[config.mk]
export PLATFORM = sky130hd
export DESIGN_NAME = bluetooth_decoder
export DESIGN_NICKNAME = d
export VERILOG_FILES = /design/src/rtl/bt_pkg.sv /design/src/rtl/bluetooth_line_collector.sv /design/src/rtl/bluetooth_decoder.sv
export SDC_FILE = /design/constraint.sdc
export NUM_CORES = 1
export LEC_CHECK = 0
export BUFFER_PORTS_ARGS = -buffer_cell sky130_fd_sc_hd__buf_2
export CAP_MARGIN = 25
export CORE_ASPECT_RATIO = 0.5
export CORE_UTILIZATION = 30
export CTS_BUF_LIST = sky130_fd_sc_hd__clkbuf_16
export DETAILED_ROUTE_END_ITERATION = 8
export PLACE_DENSITY = 0.58
export SYNTH_ARGS = -nofsm -noshare
export SYNTH_HDL_FRONTEND = slang
export SYNTH_SLANG_ARGS = --single-unit
[constraint.sdc]
create_clock -name clk -period 2.5 [get_ports clk]
set_input_delay 0 -clock clk [delete_from_list [all_inputs] [get_ports clk]]
set_output_delay 0 -clock clk [all_outputs]
set_load 0.01 [all_outputs]
[src/rtl/bt_pkg.sv]
// Shared definitions for the Bluefruit AT command encoder/decoder pair:
// ASCII constants, decoder FSM states and line classifications.
package bt_pkg;

  localparam logic [7:0] ASCII_A = 8'h41, ASCII_B = 8'h42, ASCII_C = 8'h43, ASCII_D = 8'h44;
  localparam logic [7:0] ASCII_E = 8'h45, ASCII_F = 8'h46, ASCII_G = 8'h47, ASCII_H = 8'h48;
  localparam logic [7:0] ASCII_I = 8'h49, ASCII_J = 8'h4A, ASCII_K = 8'h4B, ASCII_L = 8'h4C;
  localparam logic [7:0] ASCII_M = 8'h4D, ASCII_N = 8'h4E, ASCII_O = 8'h4F, ASCII_P = 8'h50;
  localparam logic [7:0] ASCII_Q = 8'h51, ASCII_R = 8'h52, ASCII_S = 8'h53, ASCII_T = 8'h54;
  localparam logic [7:0] ASCII_U = 8'h55, ASCII_V = 8'h56, ASCII_W = 8'h57, ASCII_X = 8'h58;
  localparam logic [7:0] ASCII_Y = 8'h59, ASCII_Z = 8'h5A;
  localparam logic [7:0] ASCII_PLUS  = 8'h2B;
  localparam logic [7:0] ASCII_EQUAL = 8'h3D;
  localparam logic [7:0] ASCII_CR    = 8'h0D;
  localparam logic [7:0] ASCII_LF    = 8'h0A;

  localparam int LINE_BYTES = 4;

  typedef enum logic [1:0] {
    ST_IDLE    = 2'd0,
    ST_COLLECT = 2'd1,
    ST_DONE    = 2'd2
  } dec_state_e;

  typedef enum logic [1:0] {
    LINE_EMPTY = 2'd0,
    LINE_OK    = 2'd1,
    LINE_ERROR = 2'd2,
    LINE_DATA  = 2'd3
  } line_class_e;

  function automatic logic [7:0] ok_char(input logic [2:0] idx);
    case (idx)
      3'd0:    ok_char = ASCII_O;
      3'd1:    ok_char = ASCII_K;
      default: ok_char = 8'h00;
    endcase
  endfunction

  function automatic logic [7:0] error_char(input logic [2:0] idx);
    case (idx)
      3'd0:    error_char = ASCII_E;
      3'd1:    error_char = ASCII_R;
      3'd2:    error_char = ASCII_R;
      3'd3:    error_char = ASCII_O;
      3'd4:    error_char = ASCII_R;
      default: error_char = 8'h00;
    endcase
  endfunction

endpackage

[src/rtl/bluetooth_line_collector.sv]
// Splits the UART byte stream into CR-terminated lines: skips LF, buffers the
// first four bytes, counts line length and tracks the "OK"/"ERROR" matchers.
module bluetooth_line_collector
  import bt_pkg::*;
(
  input  logic        clk,
  input  logic        reset,
  input  logic        clear,
  input  logic        enable,
  input  logic [7:0]  rx_byte,
  input  logic        rx_valid,
  output logic        line_end,
  output logic [1:0]  line_class,
  output logic [2:0]  line_len,
  output logic [31:0] line_buf
);

  logic [2:0]  cnt_q, cnt_d;
  logic [31:0] buf_q, buf_d;
  // Mismatch flags rather than match flags, so the idle/reset value of 0 means
  // "still matching".
  logic        ok_miss_q, ok_miss_d;
  logic        err_miss_q, err_miss_d;

  logic take, is_cr, is_lf;

  assign take  = enable && rx_valid;
  assign is_cr = (rx_byte == ASCII_CR);
  assign is_lf = (rx_byte == ASCII_LF);

  // NOTE: every signal written here gets a default first, so no path leaves
  // it unassigned and no latch is inferred.
  always_comb begin
    cnt_d      = cnt_q;
    buf_d      = buf_q;
    ok_miss_d  = ok_miss_q;
    err_miss_d = err_miss_q;
    line_end   = 1'b0;
    line_class = LINE_EMPTY;
    if (clear) begin
      cnt_d      = '0;
      buf_d      = '0;
      ok_miss_d  = 1'b0;
      err_miss_d = 1'b0;
    end else if (take && !is_lf) begin
      if (is_cr) begin
        if (cnt_q != 3'd0) begin
          line_end = 1'b1;
          if (!ok_miss_q && cnt_q == 3'd2)
            line_class = LINE_OK;
          else if (!err_miss_q && cnt_q == 3'd5)
            line_class = LINE_ERROR;
          else
            line_class = LINE_DATA;
          cnt_d      = '0;
          buf_d      = '0;
          ok_miss_d  = 1'b0;
          err_miss_d = 1'b0;
        end
      end else begin
        if (cnt_q != 3'd7)
          cnt_d = cnt_q + 3'd1;
        for (int i = 0; i < LINE_BYTES; i++) begin
          if (cnt_q == 3'(i))
            buf_d[i*8 +: 8] = rx_byte;
        end
        ok_miss_d  = ok_miss_q  || (cnt_q >= 3'd2) || (rx_byte != ok_char(cnt_q));
        err_miss_d = err_miss_q || (cnt_q >= 3'd5) || (rx_byte != error_char(cnt_q));
      end
    end
  end

  // NOTE: sequential state uses non-blocking assignments so all registers
  // update together on the edge regardless of statement order.
  always_ff @(posedge clk or negedge reset) begin
    if (!reset) begin
      cnt_q      <= '0;
      buf_q      <= '0;
      ok_miss_q  <= 1'b0;
      err_miss_q <= 1'b0;
    end else begin
      cnt_q      <= cnt_d;
      buf_q      <= buf_d;
      ok_miss_q  <= ok_miss_d;
      err_miss_q <= err_miss_d;
    end
  end

  assign line_len = cnt_q;
  assign line_buf = buf_q;

endmodule

[src/rtl/bluetooth_decoder.sv]
// Decodes one BLE UART response (payload line plus OK/ERROR status) per start.
// Optional idle timeout is built when BT_DECODER_TIMEOUT_EN is defined.
module bluetooth_decoder
  import bt_pkg::*;
#(
  parameter int MAX_PAYLOAD    = 4,
  parameter int TIMEOUT_CYCLES = 1000000
) (
  input  logic        clk,
  input  logic        reset,
  input  logic        start,
  input  logic        expect_data,
  input  logic [7:0]  rx_byte,
  input  logic        rx_valid,
  output logic [31:0] output_data,
  output logic [2:0]  data_len,
  output logic        resp_ok,
  output logic        resp_error,
  output logic        overflow,
  output logic        timeout,
  output logic        busy,
  output logic        done
);

  localparam logic [2:0] MAX_LEN = 3'(MAX_PAYLOAD);

  dec_state_e  state_q, state_d;
  logic        expect_q, expect_d;
  logic        seen_q, seen_d;
  logic [31:0] data_q, data_d;
  logic [2:0]  len_q, len_d;
  logic        ok_q, ok_d;
  logic        err_q, err_d;
  logic        ovf_q, ovf_d;
  logic        tmo_q, tmo_d;

  logic        accept;
  logic        line_end;
  logic [1:0]  line_class;
  logic [2:0]  line_len;
  logic [31:0] line_buf;

  assign accept = (state_q == ST_IDLE) && start;

  bluetooth_line_collector u_collector (
    .clk        (clk),
    .reset      (reset),
    .clear      (accept),
    .enable     (state_q == ST_COLLECT),
    .rx_byte    (rx_byte),
    .rx_valid   (rx_valid),
    .line_end   (line_end),
    .line_class (line_class),
    .line_len   (line_len),
    .line_buf   (line_buf)
  );

  logic idle_expired;
`ifdef BT_DECODER_TIMEOUT_EN
  localparam logic [31:0] IDLE_LAST = 32'(TIMEOUT_CYCLES - 1);
  logic [31:0] idle_cnt_q, idle_cnt_d;

  // A byte arriving in the expiry cycle wins: it reloads instead of expiring.
  assign idle_expired = (state_q == ST_COLLECT) && !rx_valid && (idle_cnt_q == IDLE_LAST);

  always_comb begin
    idle_cnt_d = idle_cnt_q;
    if (accept)
      idle_cnt_d = '0;
    else if (state_q == ST_COLLECT)
      idle_cnt_d = rx_valid ? '0 : idle_cnt_q + 32'd1;
  end

  always_ff @(posedge clk or negedge reset) begin
    if (!reset) idle_cnt_q <= '0;
    else        idle_cnt_q <= idle_cnt_d;
  end
`else
  assign idle_expired = 1'b0;
`endif

  always_comb begin
    state_d  = state_q;
    expect_d = expect_q;
    seen_d   = seen_q;
    data_d   = data_q;
    len_d    = len_q;
    ok_d     = ok_q;
    err_d    = err_q;
    ovf_d    = ovf_q;
    tmo_d    = tmo_q;
    unique case (state_q)
      ST_IDLE: begin
        if (start) begin
          state_d  = ST_COLLECT;
          expect_d = expect_data;
          seen_d   = 1'b0;
          data_d   = '0;
          len_d    = '0;
          ok_d     = 1'b0;
          err_d    = 1'b0;
          ovf_d    = 1'b0;
          tmo_d    = 1'b0;
        end
      end
      ST_COLLECT: begin
        if (line_end) begin
          if (line_class == LINE_OK) begin
            ok_d    = 1'b1;
            state_d = ST_DONE;
          end else if (line_class == LINE_ERROR) begin
            err_d   = 1'b1;
            state_d = ST_DONE;
          end else if (expect_q && !seen_q) begin
            seen_d = 1'b1;
            data_d = line_buf;
            len_d  = (line_len > MAX_LEN) ? MAX_LEN : line_len;
            ovf_d  = ovf_q || (line_len > MAX_LEN);
          end else begin
            ovf_d = 1'b1;
          end
        end else if (idle_expired) begin
          tmo_d   = 1'b1;
          err_d   = 1'b1;
          state_d = ST_DONE;
        end
      end
      ST_DONE: state_d = ST_IDLE;
      default: state_d = ST_IDLE;
    endcase
  end

  // NOTE: reset is asynchronous and active-low; every register, including the
  // result holding registers, returns to 0 so an aborted decode leaves no trace.
  always_ff @(posedge clk or negedge reset) begin
    if (!reset) begin
      state_q  <= ST_IDLE;
      expect_q <= 1'b0;
      seen_q   <= 1'b0;
      data_q   <= '0;
      len_q    <= '0;
      ok_q     <= 1'b0;
      err_q    <= 1'b0;
      ovf_q    <= 1'b0;
      tmo_q    <= 1'b0;
    end else begin
      state_q  <= state_d;
      expect_q <= expect_d;
      seen_q   <= seen_d;
      data_q   <= data_d;
      len_q    <= len_d;
      ok_q     <= ok_d;
      err_q    <= err_d;
      ovf_q    <= ovf_d;
      tmo_q    <= tmo_d;
    end
  end

  assign output_data = data_q;
  assign data_len    = len_q;
  assign resp_ok     = ok_q;
  assign resp_error  = err_q;
  assign overflow    = ovf_q;
  assign timeout     = tmo_q;
  assign busy        = (state_q == ST_COLLECT);
  assign done        = (state_q == ST_DONE);

endmodule

After elaboration in Yosys (flattened, before gate mapping):

Index checks and enable logic that the tools add are counted.

* bits of input ports: 13
* ROM bits: 0
* logic and storage cells: 154
* memories kept: 0
* bits in writable memories: 0
* bits in latches: 0
* output and inout bits: 41
* bits in registers: 79

* div/mod/pow operators: 0
* reduce and logical (&&, ||, !) cells: 38
* order comparisons: 3
* shifts and indexed selects: 0
* multiply operators: 0
* add/subtract/negate cells: 1
* bitwise gates (word level): 0
* muxes and demuxes: 74
* equal/unequal tests: 23

Operator list (count)
* 32-bit 2-to-1 mux: 9
* 8-bit 2-to-1 mux: 10
* 32-bit case mux with 2 select lines: 1
* 3-bit 2-to-1 mux: 11
* 1-bit 2-to-1 mux: 26
* 7-bit case mux with 3 select lines: 1
* 2-bit 2-to-1 mux: 9
* 3-bit AND reduction: 6
* 3-bit nonzero test: 6
* 8-bit by 4-bit equality test with 1-bit output, second input constant: 2
* 8-bit inequality test: 2
* 2-bit inequality test, second input constant: 7
* 7-bit case mux with 2 select lines: 1
* 5-bit AND reduction: 2
* 3-bit inequality test, second input constant: 3
* 1-bit case mux with 2 select lines: 4
* 3-bit by 2-bit equality test with 1-bit output, second input constant: 2
* 3-bit equality test, second input constant: 2
* 1-bit logical AND: 6
* 3-bit case mux with 2 select lines: 1
* 6-bit AND reduction: 1
* 1-bit logical OR: 5
* 2-bit by 1-bit equality test with 1-bit output, second input constant: 2
* 2-bit equality test, second input constant: 2
* 13 further kinds: 18

Depth between registers and ports, before layout:

* depth after elaboration: 13
* gate-level depth with buffers: 12
* depth with buffers taken out: 10

By module:

From an unflattened synthesis, not the netlist that was laid out.

* cells, all modules: 386
* area, all modules: 4010.1 um^2

By module, submodules not included
* bluetooth_line_collector: sequential area each 925.9 um^2, cells an instance 203, instances 1, area each 2070.7 um^2
* bluetooth_decoder: sequential area each 1051.0 um^2, cells an instance 183, instances 1, area each 1939.4 um^2

Worst setup path after synthesis:

Ideal clock, no wire load.

* path kind: register to register
* start point: reg u_collector.cnt_q[1], in the netlist u_collector.line_len[1]
* end point: reg data_q[10], in the netlist output_data[10]
* arrival time: 2497 ps
* setup slack: -118 ps
* stages on the path, launching flop included: 12
* setup time: 121 ps
* clock period less this slack: 2618 ps
* required time: 2379 ps
* path buffers: 1
* cell sequence: dfrtp_1 -> inv_1 -> ha_1 -> nor2b_1 -> nor3_4 -> nand2_1 -> inv_1 -> ha_1 -> o41ai_1 -> o21ai_2 -> buf_6 -> a22o_1

* longest elaborated chain between the ends: 11
* elaborated cells on any way between the ends: 21
* those cells by class: 7 x eq/ne; 10 x mux; 4 x reduce/logical

RTL lines
* start, declared: line bluetooth_line_collector.sv:18 `logic [2:0] cnt_q, cnt_d;`
* start signal, assigned: line bluetooth_line_collector.sv:82 `cnt_q <= cnt_d;`
* 3-bit equality test: line bluetooth_line_collector.sv:51 `else if (!err_miss_q && cnt_q == 3'd5)`
* 1-bit logical AND: line bluetooth_line_collector.sv:51
* 1-bit 2-to-1 mux: line bluetooth_line_collector.sv:51
* 2-bit 2-to-1 mux: line bluetooth_line_collector.sv:49 `if (!ok_miss_q && cnt_q == 3'd2)`
* 2-bit 2-to-1 mux: line bluetooth_line_collector.sv:47 `if (cnt_q != 3'd0) begin`
* 2-bit 2-to-1 mux: line bluetooth_line_collector.sv:46 `if (is_cr) begin`
* 2-bit 2-to-1 mux: line bluetooth_line_collector.sv:45 `end else if (take && !is_lf) begin`
* 2-bit 2-to-1 mux: line bluetooth_line_collector.sv:40 `if (clear) begin`
* 2-bit equality test or 2-bit by 1-bit equality test with 1-bit output (tied branches): line bluetooth_decoder.sv:111, bluetooth_decoder.sv:108
* 2-bit inequality test (no line)
* 6-bit AND reduction (no line) (*)
* end signal, assigned: line bluetooth_decoder.sv:150 `data_q <= data_d;`
* end, declared: line bluetooth_decoder.sv:30 `logic [31:0] data_q, data_d;`

Mark *: on every way between the ends. The rest lies on a longest branch, timed or not.
A chain may end at the register's enable or synchronous reset.

Worst setup path in the final report:

* start point: reg u_collector.cnt_q[1], in the netlist u_collector.line_len[1]
* end point: reg data_q[4], in the netlist output_data[4]

Same word-level chain as after synthesis.

==> impl_metrics.yaml <==
outcome:
  status: "completed"
grt:
  gr-usage-all-layers_pct: 15.3
  met2_usage_pct: 24.0
  grt_start_max_net_pins: 80
  grt-busiest-layer: "met2"
  grt_pass1_vias: 2712
  use_met1_pct: 20.4
  grt_pass1_wl_mm: 14.3
  overflow: 0
  grtUsageMet3_pct: 4.15
  antenna_found_initial: 0
place:
  portBuffers: 52
  place_hpwl_mm: 5.81
  place.gp.congestion: 0.773
pwr:
  p_switching_mw: 1.13
  p_int_mw: 2.78
  vdd.ir_drop.worst_uv: 310
  powerDensity_nw_per_um2: 872
  leakagePower_nw: 2.20
  p_comb_share_pct: 20.0
  p_seq_share_pct: 44.2
  switching_share_pct: 28.9
  p_clk_share_pct: 35.8
  power.total_mw: 3.91
clock_tree:
  cts_max_level: 3
  insertion_delay_ps: 340
  clkTransAtPathRegs_ps: 60
  cts_root_buf: "clkbuf_16"
  cts.sinks: 79
  cts.path.max_buffers: 2
  tritoncts: "done"
  cts_buffers: 9
timing:
  timing.fmax_mhz: 416
  finalHoldViolCount: 0
  setup-tns-final_ps: 0
  post-route-period-util_pct: 96.1
  drv_slew: 0
  finalCriticalPeriod_ps: 2400
  fin_skew_ps: 6.95
  setup_viol: 0
yosys:
  synth_seq_cells: 79
  async_reset_ff_share_pct: 100
  synth_ff_type: "dfrtp_1"
  syn_inst: 338
  synth_area_um2: 3580
  synth_cell_types: 48
  synth_nets: 358
  yosysSeqAreaShare_pct: 55.1
  synth-edff-count: 0
  avgSynthCellArea_um2: 10.6
  yosysWarnings: 0
critical_path:
  required_ps: 2720
  arrival_ps: 2620
  crit_type: "reg2reg"
  crit_family: "compound AO/OA/AOI/OAI gates"
  startpoint_type: "flop"
  path_cells: "inv_1, ha_1, nor2b_2, nor3_4, nand2_1, ha_2, o41ai_4, o21ai_2, buf_6, a22o_1"
  crit_path_max_fanout: 20
  critPathBufInv: 2
  critPathCaptureType: "flop"
  max_stage_delay_ps: 360
  crit_slowest_cell: "o41ai_4"
route:
  vias: 2730
  routed_via_density: 4.82
  drc: 0
  routedWlPerCell_um: 15.2
  drt-total-wl_mm: 8.63
  ant_nets: 0
  drtIter0Drc: 199
  drt_first_pass_iters: 4
finish:
  drive_gt1_share_pct: 24.8
  nNetsFinal: 422
  synthToLayoutAreaGrowth_pct: 25.1
  diodes: 0
die:
  core_um2: 11300
  initial_utilization_pct: 31.7
  die_h_um: 79.3
  dieArea_um2: 12400
  die-width_um: 157
  io_pins: 54
  row_count: 27
job:
  max_cap_viol_count: 0
worst_hold_path:
  hp-class: "in2reg"
Yosys cell counts, types with 2 or more instances:
cell | count | share of area [%]
nand3b_1 | 4 | 0.84
nor3_1 | 5 | 0.70
nor2b_1 | 5 | 0.87
inv_1 | 14 | 1.5
a311oi_1 | 2 | 0.49
buf_4 | 2 | 0.42
o21ai_1 | 2 | 0.28
nand3_1 | 14 | 2.0
a32o_1 | 6 | 1.7
a21oi_1 | 7 | 0.98
buf_6 | 7 | 2.2
dfrtp_1 | 79 | 55
nor2_1 | 13 | 1.4
and2_1 | 2 | 0.35
o31ai_1 | 2 | 0.42
nand2b_1 | 5 | 0.87
clkbuf_1 | 11 | 1.2
a22o_1 | 35 | 8.6
ha_1 | 7 | 2.4
a31oi_1 | 3 | 0.52
o21ai_0 | 31 | 4.3
buf_2 | 4 | 0.56
nor3_4 | 2 | 0.91
nand2_1 | 49 | 5.1
nor4_1 | 2 | 0.35
or3_1 | 3 | 0.52
registers in the layout, indices dropped and copies added (netlist names), 2 cells and up:
name and cells:
output_data 32, u_collector.line_buf 32, data_len 3, u_collector.line_len 3, state_q 2
what timing repair did:
action                                 in CTS  in global routing
resized for setup                           0                  4
hold buffers                                3                  0
setup endpoints to repair                   0                 36
setup buffers                               0                  0
endpoints found under the hold margin      81                  0
worst paths after layout:
| path | from | endpoint | slack, ps | cells after the start |
|---|---|---|---|---|
| min | rx_byte[7] | u_collector.line_buf[7] | 10 | 3 |
| min in group asynchronous | reset | resp_ok | 110 | 2 |
| max in group asynchronous | reset | u_collector.line_buf[31] | 1820 | 3 |
| min reg2reg | u_collector.line_buf[22] | output_data[22] | 480 | 1 |
| max reg2reg | u_collector.line_len[1] | output_data[4] | 100 | 10 |
| max | u_collector.line_len[1] | output_data[4] | 100 | 10 |
stage by stage:
step | setup WS, ps | cell area, um2 | hold WS [ps] | instances | utilization [%]
final | 96.9 | 4490 | 9.98 | 566 | 39.6
after global routing | -11.1 | 4490 | 22.2 | 566 | 39.6
after CTS | 57.8 | 4440 | 6.88 | 565 | 39.2
after detailed placement | 63.6 | 4090 | 215 | 546 | 36.1
after global placement | 119 | 4090 | 205 | 546 | 36.1
after floorplan | 2.74 | 3600 | -296 | 338 | -
metal layers:
| layer | routed length (um) | vias to the layer above |
|---|---|---|
| li1 | - | 1345 |
| met1 | 4130 | 1319 |
| met2 | 3920 | 58 |
| met3 | 477 | 8 |
| met4 | 102 | 0 |
| met5 | 0 | - |
logic make-up after synthesis:
logic type	count (synthesis)	synth area share, %
muxes	1	0.314
and+or+nand+nor	109	15.1
AOI/OAI and AO/OA	103	21.1
DFF	79	55.1
buffers and inverters	38	5.79
adders and majority gates	7	2.44
other	1	0.105
tightest hold or removal path, stage by stage:
cell and delay (ps):
buf_2 160, nand2_1 70, o21ai_0 70
power by group through the flow:
stage | registers [mW] | logic [mW] | clock network (mW)
after floorplan | 1.72 | 0.515 | 0
after global placement | 1.75 | 0.753 | 0
after detailed placement | 1.76 | 0.772 | 0
after CTS | 1.74 | 0.778 | 1.43
after global routing | 1.77 | 0.904 | 1.49
final | 1.73 | 0.782 | 1.40
placed cells by master (no fill, tap or decap), drive strengths merged, types with 2 or more instances in the layout:
| cell type | n |
|---|---|
| nand2 | 49 |
| nor2 | 13 |
| buf | 74 |
| a22o | 35 |
| a221oi | 2 |
| nor4 | 2 |
| clkinv | 3 |
| a31oi | 3 |
| nand2b | 5 |
| clkbuf | 9 |
| nand3 | 15 |
| nor3 | 7 |
| a311oi | 2 |
| o31ai | 2 |
| or3 | 3 |
| nand3b | 4 |
| o21ai | 34 |
| a32o | 6 |
| dfrtp | 79 |
| and2 | 2 |
| inv | 15 |
| a21oi | 7 |
| nor2b | 5 |
| dlygate4sd3 | 3 |
| ha | 7 |
| bufinv | 2 |
cell type report:
cell class                 count  area, um2
clock buffer                   9        225
clock inverter                 7       96.3
fill                        1119       6830
inverter                      14       52.6
multi-input combinational    221       1430
sequential                    79       1980
tap                          159        199
timing repair buffer          77        510
Note: power is estimated with default switching activity, not from simulation.
